**config.mk**
```make
export PLATFORM = sky130hd
export DESIGN_NAME = sram_controller
export DESIGN_NICKNAME = d
export VERILOG_FILES = /design/src/rtl/sram_controller.sv
export SDC_FILE = /design/constraint.sdc
export NUM_CORES = 1
export LEC_CHECK = 0
export BUFFER_PORTS_ARGS = -buffer_cell sky130_fd_sc_hd__buf_2
export CAP_MARGIN = 20
export CELL_PAD_IN_SITES_DETAIL_PLACEMENT = 1
export CELL_PAD_IN_SITES_GLOBAL_PLACEMENT = 2
export CORE_ASPECT_RATIO = 1.5
export CORE_MARGIN = 8
export CORE_UTILIZATION = 26
export CTS_BUF_LIST = sky130_fd_sc_hd__clkbuf_16
export DETAILED_ROUTE_END_ITERATION = 8
export GPL_TIMING_DRIVEN = 0
export PLACE_DENSITY = 0.84
export RECOVER_POWER = 25
export SYNTH_ARGS = -nofsm -noshare
export SYNTH_HDL_FRONTEND = slang
export SYNTH_SLANG_ARGS = --single-unit
```
**constraint.sdc**
```tcl
create_clock -name clk -period 2.3 [get_ports clk]
set_clock_uncertainty 0.15 [all_clocks]
set_input_delay 0.345 -clock clk [delete_from_list [all_inputs] [get_ports clk]]
set_output_delay 0.345 -clock clk [all_outputs]
set_load 0.1 [all_outputs]
```
**src/rtl/sram_controller.sv**
```systemverilog
// Bridges 32-bit MEM-stage loads/stores onto a 16-bit asynchronous SRAM as two half-word
// accesses followed by programmable wait states; ready=0 freezes the pipeline meanwhile.
module sram_controller #(
  parameter int unsigned MEM_BASE    = 1024,
  parameter int unsigned WAIT_CYCLES = 2
) (
  input  logic        clk,
  input  logic        rst,
  input  logic        wr_en,
  input  logic        rd_en,
  input  logic [31:0] address,
  input  logic [31:0] write_data,
  output logic [31:0] read_data,
  output logic        ready,
  output logic [17:0] sram_addr,
  output logic [15:0] sram_dq_out,
  input  logic [15:0] sram_dq_in,
  output logic        sram_dq_oe,
  output logic        sram_we_n,
  output logic        sram_oe_n
);

  typedef enum logic [2:0] {IDLE, ACC_LO, ACC_HI, WAIT, DONE} state_t;

  localparam logic [2:0] WAIT_LAST = (WAIT_CYCLES == 0) ? 3'd0 : 3'(WAIT_CYCLES - 1);

  state_t      state, state_nxt;
  logic [2:0]  wcnt, wcnt_nxt;
  logic        is_wr;
  logic [16:0] idx_q;
  logic        req;
  logic [16:0] idx;

  assign req = wr_en | rd_en;
  assign idx = 17'((address - 32'(MEM_BASE)) >> 2);

  // Request type and word index are captured once so later pipeline changes cannot disturb the access.
  always_ff @(posedge clk or negedge rst) begin
    if (!rst) begin
      state     <= IDLE;
      wcnt      <= 3'd0;
      is_wr     <= 1'b0;
      idx_q     <= 17'd0;
      read_data <= 32'd0;
    end else begin
      state <= state_nxt;
      wcnt  <= wcnt_nxt;
      if (state == IDLE && req) begin
        is_wr <= wr_en;
        idx_q <= idx;
      end
      if (state == ACC_LO && !is_wr) read_data[15:0]  <= sram_dq_in;
      if (state == ACC_HI && !is_wr) read_data[31:16] <= sram_dq_in;
    end
  end

  always_comb begin
    state_nxt   = state;
    wcnt_nxt    = wcnt;
    ready       = 1'b0;
    sram_addr   = 18'd0;
    sram_dq_out = 16'd0;
    sram_dq_oe  = 1'b0;
    sram_we_n   = 1'b1;
    sram_oe_n   = 1'b1;
    case (state)
      IDLE: begin
        ready = ~req;
        if (req) state_nxt = ACC_LO;
      end
      ACC_LO: begin
        state_nxt = ACC_HI;
        sram_addr = {idx_q, 1'b0};
        if (is_wr) begin
          sram_dq_out = write_data[15:0];
          sram_we_n   = 1'b0;
          sram_dq_oe  = 1'b1;
        end else begin
          sram_oe_n = 1'b0;
        end
      end
      ACC_HI: begin
        wcnt_nxt  = 3'd0;
        if (WAIT_CYCLES == 0) state_nxt = DONE;
        else                  state_nxt = WAIT;
        sram_addr = {idx_q, 1'b1};
        if (is_wr) begin
          sram_dq_out = write_data[31:16];
          sram_we_n   = 1'b0;
          sram_dq_oe  = 1'b1;
        end else begin
          sram_oe_n = 1'b0;
        end
      end
      WAIT: begin
        wcnt_nxt = wcnt + 3'd1;
        if (wcnt == WAIT_LAST) state_nxt = DONE;
      end
      DONE: begin
        ready     = 1'b1;
        state_nxt = IDLE;
      end
      default: state_nxt = IDLE;
    endcase
  end

endmodule
```
# Word-level counts from Yosys, hierarchy flattened
# Index checks and enable logic that the tools add are counted.
[classes] add_sub_neg=2 multipliers=0 div=0 order_cmp=0 n_eq_ne=7 shifts=0 n_mux=14 bitwise_logic=2 n_reduce_logical=8
[ops] op="$pmux W18 S2" n=1
[ops] op="$mux W16" n=2
[ops] op="$pmux W16 S2" n=1
[ops] op="$sub A19 B11 Y19 const B" n=1
[ops] op="$pmux W3 S4" n=1
[ops] op="$eq A3 B1 Y1 const B" n=2
[ops] op="$eq A3 B2 Y1 const B" n=2
[ops] op="$mux W3" n=2
[ops] op="$pmux W3 S2" n=1
[ops] op="$mux W1" n=5
[ops] op="$ne A2 B2 Y1 const B" n=2
[ops] op="$add A3 B1 Y3 const B" n=1
[ops] op="$eq A3 B3 Y1 const B" n=1
[ops] op="$logic_and A1 B1 Y1" n=3
[ops] op="$logic_not A3 Y1" n=1
[ops] op="$pmux W1 S2" n=1
[ops] op="$reduce_and A2 Y1" n=1
[ops] op="$reduce_bool A2 Y1" n=1
[ops] op="$reduce_or A2 Y1" n=1
[ops] op="$logic_not A1 Y1" n=1
[ops] op="$not A1 Y1" n=1
[ops] op="$or A1 B1 Y1" n=1
[totals] ff_bits=56 latchBits=0 ram_bits=0 rom_bits=0 out_inout_bits=70 mem_count=0

# Depth between registers and ports, before layout
# Gate-level depths: netlist of run 1.
[depth] ltp_word=3 mapped_depth=7 ltp_nobuf=5

# Worst setup path after synthesis of run 1
# Ideal clock, no wire load.
[synth_timing] kind="reg-to-output" start="register state[1]" end="output port sram_dq_out[10]" t_arrival_ns=2.969 required_ns=1.805 setup_slack_ns=-1.164 stages_incl_launch_ff=6 n_path_buf=2 cell_sequence="dfrtp_1 > buf_2 > nor3b_2 > buf_2 > a22oi_1 > nor2b_1"
[synth_via] elab_chain_cells=2
[synth_rtl] element="start: declaration" line_no="27" source="state_t state, state_nxt;"
[synth_rtl] element="start signal: assignment" line_no="46" source="state <= state_nxt;"
[synth_rtl] element="$eq A3 B2 Y1 / $eq A3 B1 Y1 (equally long branches)" line_no="66" source="case (state)"
[synth_rtl] element="$pmux W16 S2 *" line_no="66"
[synth_rtl] element="end: declaration" line_no="16" source="output logic [15:0] sram_dq_out,"
# Every way passes the cells marked *; elsewhere a longest branch is shown, timed or not.

# Worst setup path after layout of run 1
[layout_timing] start="register state[2]" end="output port sram_dq_out[0]"
# The elaborated chain is that of the path after synthesis.

==> impl_metrics.yaml, run 1 <==
status:
  outcome: "finished, final reports clean"
timing:
  fin_crit_ns: 2.216
  setup_viol: 0
  fin_crit_sh: 0.9635
  max-slew-margin-rel: 0.4287
  tightestPinTransition_ns: 0.8570
  max_freq_mhz: 451.2
  slew_violations: 0
  rsz0062_at_grt: "yes"
  hold_viol: 0
critical_path:
  cp.required_ns: 1.80
  worstPathBufferInverterCount: 3
  cp-end-kind: "primary output"
  r2r_start: "state[2]"
  crit_slowest_cell: "dfrtp_1"
  crit_start: "state[2]"
  max_stage_delay_ns: 0.37
  crit_family: "buffers and inverters"
  cp.arrival_ns: 1.72
  start_kind: "flip-flop"
  path_cells: "buf_6 > nor3b_4 > buf_4 > a22oi_1 > nor2b_4 > buf_8"
  path_max_fanout: 7
  crit_type: "reg -> out"
finish:
  fin_util: 0.4271
  drive_above_1_share: 0.6503
  syn_to_final_growth_pct: 59.53
  nNetsFinal: 474
  fill_cells: 1196
  num_antenna_cells: 0
floorplan:
  fp.dieH_um: 143.9
  core_area_um2: 10590
  initial_core_util: 0.2677
  die_width_um: 101.3
  pin_count: 154
  core.rowCount: 46
  dieArea_um2: 14570
global_routing:
  grt_pass1_vias: 2822
  grt_util_all_layers: 0.1308
  gr-total-overflow: 0
  antenna_found_initial: 0
  grt_max_degree: 34
  grt_pass1_wl_um: 14870
job:
  cap_violations: 0
yosys:
  synth-seq-cells: 56
  yosys-top-cells-area: "dfrtp_1, mux2_2, a22oi_1, and2_1, nor2b_1"
  netlist.area_leader.share: 0.4943
  synthMuxAreaShare: 0.1801
  syn_inst: 232
  avgSynthCellArea_um2: 12.22
  yosysTopAreaCell: "dfrtp_1"
  synth-edff-count: 0
  synth_xor_area_frac: 0.009267
  synth_adder_area_share: 0.01324
  yosys.area_share.simple: 0.1540
  ys_types: 40
  synth-main-ff-cell: "dfrtp_1"
  synth_compound_area_frac: 0.09620
  synth_top_family_by_area: "multiplexers"
  syn_nets: 319
  synth_warnings: 0
  ys_seq_area_frac: 0.4943
  netlist_area_um2: 2835
  synth-async-reset-ratio: 1.000
place:
  numPortBuffers: 138
  place_hpwl_um: 7197
  gp_congestion: 0.7129
detailed_routing:
  top_layer_used: "met4"
  drc: 0
  wl_per_cell_um: 17.55
  wl_met1_um: 3104
  viasPerCell: 4.557
  dr_wl_met3_um: 490
  totalWireLength_um: 9303
  vias: 2415
  drt_iter0_markers: 37
  met2_length_um: 5571
  drt.antenna.violating_nets: 0
  firstDrtPassIters: 3
cts:
  clk_pin_slew_ns: 0.07
  cts_tree: "yes"
  htree_levels: 2
  clockBufferDepth: 2
  cts_buffers: 5
  cts_sinks: 56
  clk_latency_ns: 0.29
  root_buffer: "clkbuf_16"
min_path:
  hold_path_class: "in -> async"
sequential cells by signal (all words and copies together) (netlist names):
register   flops
idx_q         17
is_wr          1
read_data     32
state          3
wcnt           3
layout make-up:
| class | instances | area (um2) | share of cell area |
|---|---|---|---|
| Sequential cell | 56 | 1401 | 0.3098 |
| Buffer | 14 | 168.9 | 0.03734 |
| Tap cell | 144 | 180.2 | 0.03983 |
| Clock buffer | 5 | 125.1 | 0.02766 |
| Inverter | 5 | 18.77 | 0.004149 |
| Multi-Input combinational cell | 157 | 1466 | 0.3242 |
| Timing Repair Buffer | 148 | 1132 | 0.2503 |
| Clock inverter | 1 | 30.03 | 0.006639 |
stage by stage:
| stage | setup slack [ns] | TNS [ns] | hold WS (ns) | area [um2] | cells |
|---|---|---|---|---|---|
| finish | 0.08392 | 0 | 0.008510 | 4523 | 530 |
| global route | -0.02203 | -0.03512 | 0.07838 | 4523 | 530 |
| CTS | -0.01519 | -0.01519 | 0.01854 | 4452 | 527 |
| detailed placement | -0.4257 | -6.850 | 0.3325 | 3879 | 515 |
| global placement | -0.4021 | -5.889 | 0.3171 | 3851 | 514 |
| floorplan | -0.09224 | -0.8302 | -0.1006 | 2980 | 232 |
routing by layer:
metal / GRT usage / vias up
met5: 0 / -
met4: 0.03231 / 0
met3: 0.03680 / 11
met2: 0.2622 / 75
met1: 0.1235 / 1206
li1: - / 1123
cell usage after synthesis, types with 2 or more instances:
| library cell | count |
|---|---|
| inv_1 | 5 |
| xor2_1 | 2 |
| ha_1 | 3 |
| or3_1 | 3 |
| a31oi_1 | 5 |
| clkbuf_1 | 4 |
| nor2_1 | 8 |
| or2b_1 | 2 |
| a21oi_1 | 8 |
| mux2_4 | 4 |
| dfrtp_1 | 56 |
| and2_1 | 18 |
| nand2b_1 | 3 |
| buf_2 | 2 |
| a22oi_1 | 16 |
| mux2_2 | 39 |
| buf_6 | 7 |
| o21ai_0 | 5 |
| nor2b_1 | 16 |
| nor3_1 | 2 |
| or4_1 | 2 |
| nand2_1 | 3 |
| o31ai_1 | 2 |
repair_timing:
| item | CTS | global route |
|---|---|---|
| pin swaps | 2 | 2 |
| hold buffers | 0 | 0 |
| endpoints found under the setup margin | 37 | 32 |
| resized for setup | 109 | 19 |
| buffers inserted | 6 | 4 |
| gates cloned | 1 | 0 |
cells by family (layout without fill, tap and decap cells):
family / Yosys count / in the layout
AOI/OAI and AO/OA: 40 / 40
xor gates and xnor gates: 3 / 3
adders and majority gates: 3 / 3
buffers and inverters: 20 / 173
DFF: 56 / 56
muxes: 44 / 44
and+or+nand+nor: 66 / 67
worst paths after layout:
path                                        to  slack [ns]  depth (start not counted)
worst max-delay path            sram_dq_out[0]        0.08                          6
worst min-delay path             read_data[24]       0.009                          1
worst max register to register        idx_q[7]        0.17                          7
worst min register to register   read_data[31]        0.35                          1
max in group asynchronous              wcnt[2]        0.88                          2
min in group clk                      idx_q[0]        0.13                          2
worst register-to-register path: cells and delay by family (launching register included):
family | cells | cell delay (ns)
AND/OR/NAND/NOR | 2 | 0.61
buffers and inverters | 4 | 0.59
flip-flops | 1 | 0.37
multiplexers | 1 | 0.30
cell usage in the layout (no fill, tap or decap), types with 4 or more instances in the layout:
master and n:
buf_2 101, dfrtp_1 56, mux2_2 39, buf_12 18
buf_4 18, nor2b_4 16, a22oi_1 13, buf_8 11
buf_6 9, and2_2 9, and2_1 9, a21oi_1 8
nor2_1 6, inv_1 5, o21ai_0 5, a31oi_1 5
clkbuf_16 5, clkbuf_2 4, mux2_4 4
Power of run 1 is left out: the tool's default activity adds up to more than one toggle a clock period on the data nets, which glitch-free logic cannot reach.
==> inputs of run 2 (changes only) <==
- CORE_MARGIN: 8 -> 4
- CTS_CLUSTER_SIZE: unset -> 12
- SLEW_MARGIN: unset -> 20
==> run 2 against run 1 <==
Die area is 13% lower. Wire length is 9.3% lower. Fmax is 0.65% lower. Cell area is 1.8% lower. Via count is 1.9% lower. Sequential share of layout area is 0.57 points higher. Highest routed layer unchanged. Critical path depth stayed put.
==> impl_metrics.yaml, run 2 (synthesis gave the netlist of run 1 again) <==
min_path:
  hold_path_class: "in -> reg"
critical_path:
  crit_family: "buffers and inverters"
  path_cells: "buf_6 > xnor2_2 > nor2_4 > clkbuf_8 > and2_2 > buf_12"
  r2r_slack_ns: 0.30
  path_max_fanout: 10
  start_kind: "flip-flop"
  crit_slowest_cell: "dfrtp_1"
  cp-end-kind: "primary output"
  worstPathBufferInverterCount: 3
  cp.arrival_ns: 1.74
  crit_type: "reg -> out"
  cp.required_ns: 1.80
  max_stage_delay_ns: 0.37
finish:
  syn_to_final_growth_pct: 56.66
  layout_commonest_cell: "buf_2"
  largest_registers: "read_data: 32 flops, idx_q: 17 flops"
  layout_common_cells: "buf_2, dfrtp_1, mux2_2, buf_6, buf_4"
  largest_register: "read_data"
  drive_above_1_share: 0.6392
  num_antenna_cells: 0
  nNetsFinal: 474
  largest_reg_flops: 32
cts:
  clockBufferDepth: 2
  clk_pin_slew_ns: 0.07
  htree_levels: 2
  cts_tree: "yes"
  clk_latency_ns: 0.29
  cts_buffers: 5
  cts_sinks: 56
  root_buffer: "clkbuf_16"
detailed_routing:
  drt_iter0_markers: 37
  drc: 0
  wl_per_cell_um: 15.86
  drt.antenna.violating_nets: 0
  firstDrtPassIters: 3
  totalWireLength_um: 8438
  vias: 2368
  viasPerCell: 4.451
status:
  outcome: "finished, final reports clean"
global_routing:
  gr-total-overflow: 0
  grt_util_all_layers: 0.1354
  grt_max_degree: 57
  grt_pass1_wl_um: 13580
  grt_pass1_vias: 2706
  globalRouteMet2Util: 0.2710
  grtUsageMet1: 0.1382
  antenna_found_initial: 0
  grt_busiest_layer: "met2"
  met3_usage: 0.02990
floorplan:
  die_width_um: 93.27
  initial_core_util: 0.2663
  core.rowCount: 46
  fp.dieH_um: 135.9
  pin_count: 154
  core_area_um2: 10650
  dieArea_um2: 12670
timing:
  max_freq_mhz: 448.3
  setup_viol: 0
  tns_ns: 0
  slew_violations: 0
  fin_crit_sh: 0.9698
  fin_crit_ns: 2.231
  tightestPinTransition_ns: 0.7219
  fin_ws_ns: 0.06938
  hold_ws_ns: 0.1283
  max-slew-margin-rel: 0.5187
  hold_viol: 0
job:
  cap_violations: 0
place:
  gp_congestion: 0.7208
  numPortBuffers: 138
  place_hpwl_um: 6264
  pre_cts_ws_ns: -0.4929
## run 2: cell count changes in the layout (fill, tap and decap cells not counted), sizes merged
| cell | before | now |
|---|---|---|
| clkinv | 0 | 1 |
| buf | 157 | 159 |
| clkbuf | 10 | 8 |
| bufinv | 1 | 0 |
| dlygate4sd3 | 0 | 1 |
| nor2 | 9 | 8 |
| clkinvlp | 0 | 2 |
## run 2: per-layer routing
metal | vias up | part of all wire
met2 | 62 | 0.60
met5 | - | 0
met1 | 1170 | 0.34
li1 | 1128 | -
met3 | 8 | 0.047
met4 | 0 | 0.012
## run 2: final timing paths
check | startpoint | to | cells past startpoint
worst max-delay path | state[1] | sram_addr[1] | 6
worst min-delay path | address[8] | idx_q[6] | 2
worst max register to register | state[2] | idx_q[5] | 6
worst min register to register | read_data[22] | read_data[22] | 1
max in group asynchronous | rst | wcnt[2] | 2
min in group asynchronous | rst | read_data[25] | 2
## run 2: layout make-up
cell class | instances | area [um2]
Buffer | 14 | 152.6
Clock buffer | 5 | 125.1
Clock inverter | 3 | 18.77
Fill cell | 1179 | 6206
Inverter | 5 | 18.77
Multi-Input combinational cell | 156 | 1446
Sequential cell | 56 | 1401
Tap cell | 144 | 180.2
Timing Repair Buffer | 149 | 1099
## run 2: stage by stage
stage / instance area, um2 / cells / utilization
finish: 4442 / 532 / 0.4172
CTS: 4317 / 530 / 0.4054
detailed placement: 3854 / 514 / 0.3619
global route: 4442 / 532 / 0.4172
global placement: 3851 / 514 / 0.3617
floorplan: 2980 / 232 / -
## run 2: repair_timing
item,4_1_cts,5_1_grt
pin swaps,3,1
hold endpoints to repair,44,0
setup endpoints to repair,37,32
buffers inserted,8,2
hold buffers,1,0
gates resized for setup,84,28
Power of run 2 is left out for the same reason.
==> inputs of run 3 (changes only) <==
- REMOVE_ABC_BUFFERS: unset -> 1
==> run 3 against run 2 <==
Cell area down 9.5%. Die area unchanged. Via count down 0.68%. Wire length down 3.9%. Sequential cell count unchanged. First-iteration DRC count up 78%. Worst hold slack better by 0.010 ns. Cell count down 2.4%. Core utilization down 4.0 points. Largest cell class is now flip-flops and latches.
==> impl_metrics.yaml, run 3 (synthesis gave the netlist of run 1 again) <==
status:
  outcome: "finished, final reports clean"
floorplan:
  die_width_um: 93.27
  pin_count: 154
  core.rowCount: 46
  dieArea_um2: 12670
  fp.dieH_um: 135.9
  core_area_um2: 10650
  initial_core_util: 0.2663
timing:
  tns_ns: 0
  setup_viol: 0
  tightestPinTransition_ns: 1.317
  fin_crit_ns: 2.227
  hold_viol: 0
  fin_crit_sh: 0.9684
  rsz0062_at_grt: "yes"
  max_freq_mhz: 449.0
  slew_violations: 0
  max-slew-margin-rel: 0.1220
global_routing:
  grt_util_all_layers: 0.1249
  grt_pass1_vias: 2613
  antenna_found_initial: 0
  grt_pass1_wl_um: 12720
  grt_max_degree: 57
  gr-total-overflow: 0
cts:
  cts_sinks: 56
  cts_buffers: 5
  htree_levels: 2
  clk_pin_slew_ns: 0.07
  cts_tree: "yes"
  clockBufferDepth: 2
  root_buffer: "clkbuf_16"
  clk_latency_ns: 0.29
finish:
  largest_reg_flops: 32
  layout_commonest_cell: "buf_2"
  layout_common_cells: "buf_2, dfrtp_1, mux2_2, buf_4, and2_1"
  largest_register: "read_data"
  num_antenna_cells: 0
  fill_cells: 1214
  syn_to_final_growth_pct: 41.79
  largest_registers: "read_data: 32 flops, idx_q: 17 flops"
  drive_above_1_share: 0.5653
  nNetsFinal: 461
detailed_routing:
  wl_per_cell_um: 15.63
  firstDrtPassIters: 4
  drt.antenna.violating_nets: 0
  totalWireLength_um: 8111
  vias: 2352
  drt_iter0_markers: 66
  viasPerCell: 4.532
  drc: 0
place:
  place_hpwl_um: 5845
  gp_congestion: 0.7031
  numPortBuffers: 138
critical_path:
  r2r_start: "state[2]"
  crit_type: "reg -> out"
  path_max_fanout: 9
  crit_start: "state[2]"
  cp.required_ns: 1.80
  cp-end-kind: "primary output"
  cp.arrival_ns: 1.73
  start_kind: "flip-flop"
  r2r_cells: 4
min_path:
  hp-start: "address[8]"
  hold_path_depth: 2
  hold_path_class: "in -> reg"
job:
  cap_violations: 0
## run 3: cell types whose count changed in the layout (fill, tap and decap cells not counted), sizes merged
cell	previous run	this run
buf	159	147
bufinv	0	1
inv	5	6
clkinvlp	2	0
clkbuf	8	7
## run 3: critical path: stages (launching register included)
cell and delay (ns):
dfrtp_2 0.48, nor3b_4 0.27, buf_4 0.21, a22oi_1 0.08, nor2b_1 0.16, buf_6 0.25
## run 3: routing by layer
layer / global-route usage / part of all wire
met5: 0 / 0
met4: 0.04482 / 0.017
met3: 0.03599 / 0.085
met2: 0.2328 / 0.54
met1: 0.1311 / 0.36
## run 3: final cells by class
| class | count | area [um2] | area share |
|---|---|---|---|
| clock buffers | 5 | 125.1 | 0.03112 |
| clock inverters | 3 | 38.79 | 0.009648 |
| inverters | 5 | 18.77 | 0.004669 |
| multi-input cells | 156 | 1300 | 0.3234 |
| flip-flops and latches | 56 | 1406 | 0.3498 |
| well taps | 144 | 180.2 | 0.04482 |
| repair buffers | 150 | 950.9 | 0.2365 |
## run 3: final timing paths
path,endpoint,slack (ns)
worst min register to register,idx_q[1],0.35
min in group asynchronous,idx_q[7],0.75
max in group asynchronous,state[2],0.39
worst max-delay path,sram_dq_out[1],0.07
worst max register to register,idx_q[3],0.20
worst min-delay path,idx_q[6],0.14
## run 3: per-stage QoR
step	utilization	instance area (um2)	cells	setup slack, ns	hold WS (ns)
floorplan	-	2704	217	-2.094	-0.1006
global placement	0.3357	3575	499	-0.6328	0.3159
detailed placement	0.3360	3577	499	-0.6568	0.3178
CTS	0.3720	3961	517	0.01380	0.1258
global route	0.3776	4020	519	-0.03931	0.1315
finish	0.3776	4020	519	0.07277	0.1383
## run 3: repair_timing
| action | 4_1_cts | 5_1_grt |
|---|---|---|
| pin swaps | 3 | 1 |
| endpoints found under the setup margin | 53 | 19 |
| hold endpoints to repair | 2 | 0 |
| gates resized for setup | 46 | 13 |
| setup buffers | 9 | 2 |
| hold buffers | 1 | 0 |
Power of run 3 is left out for the same reason.
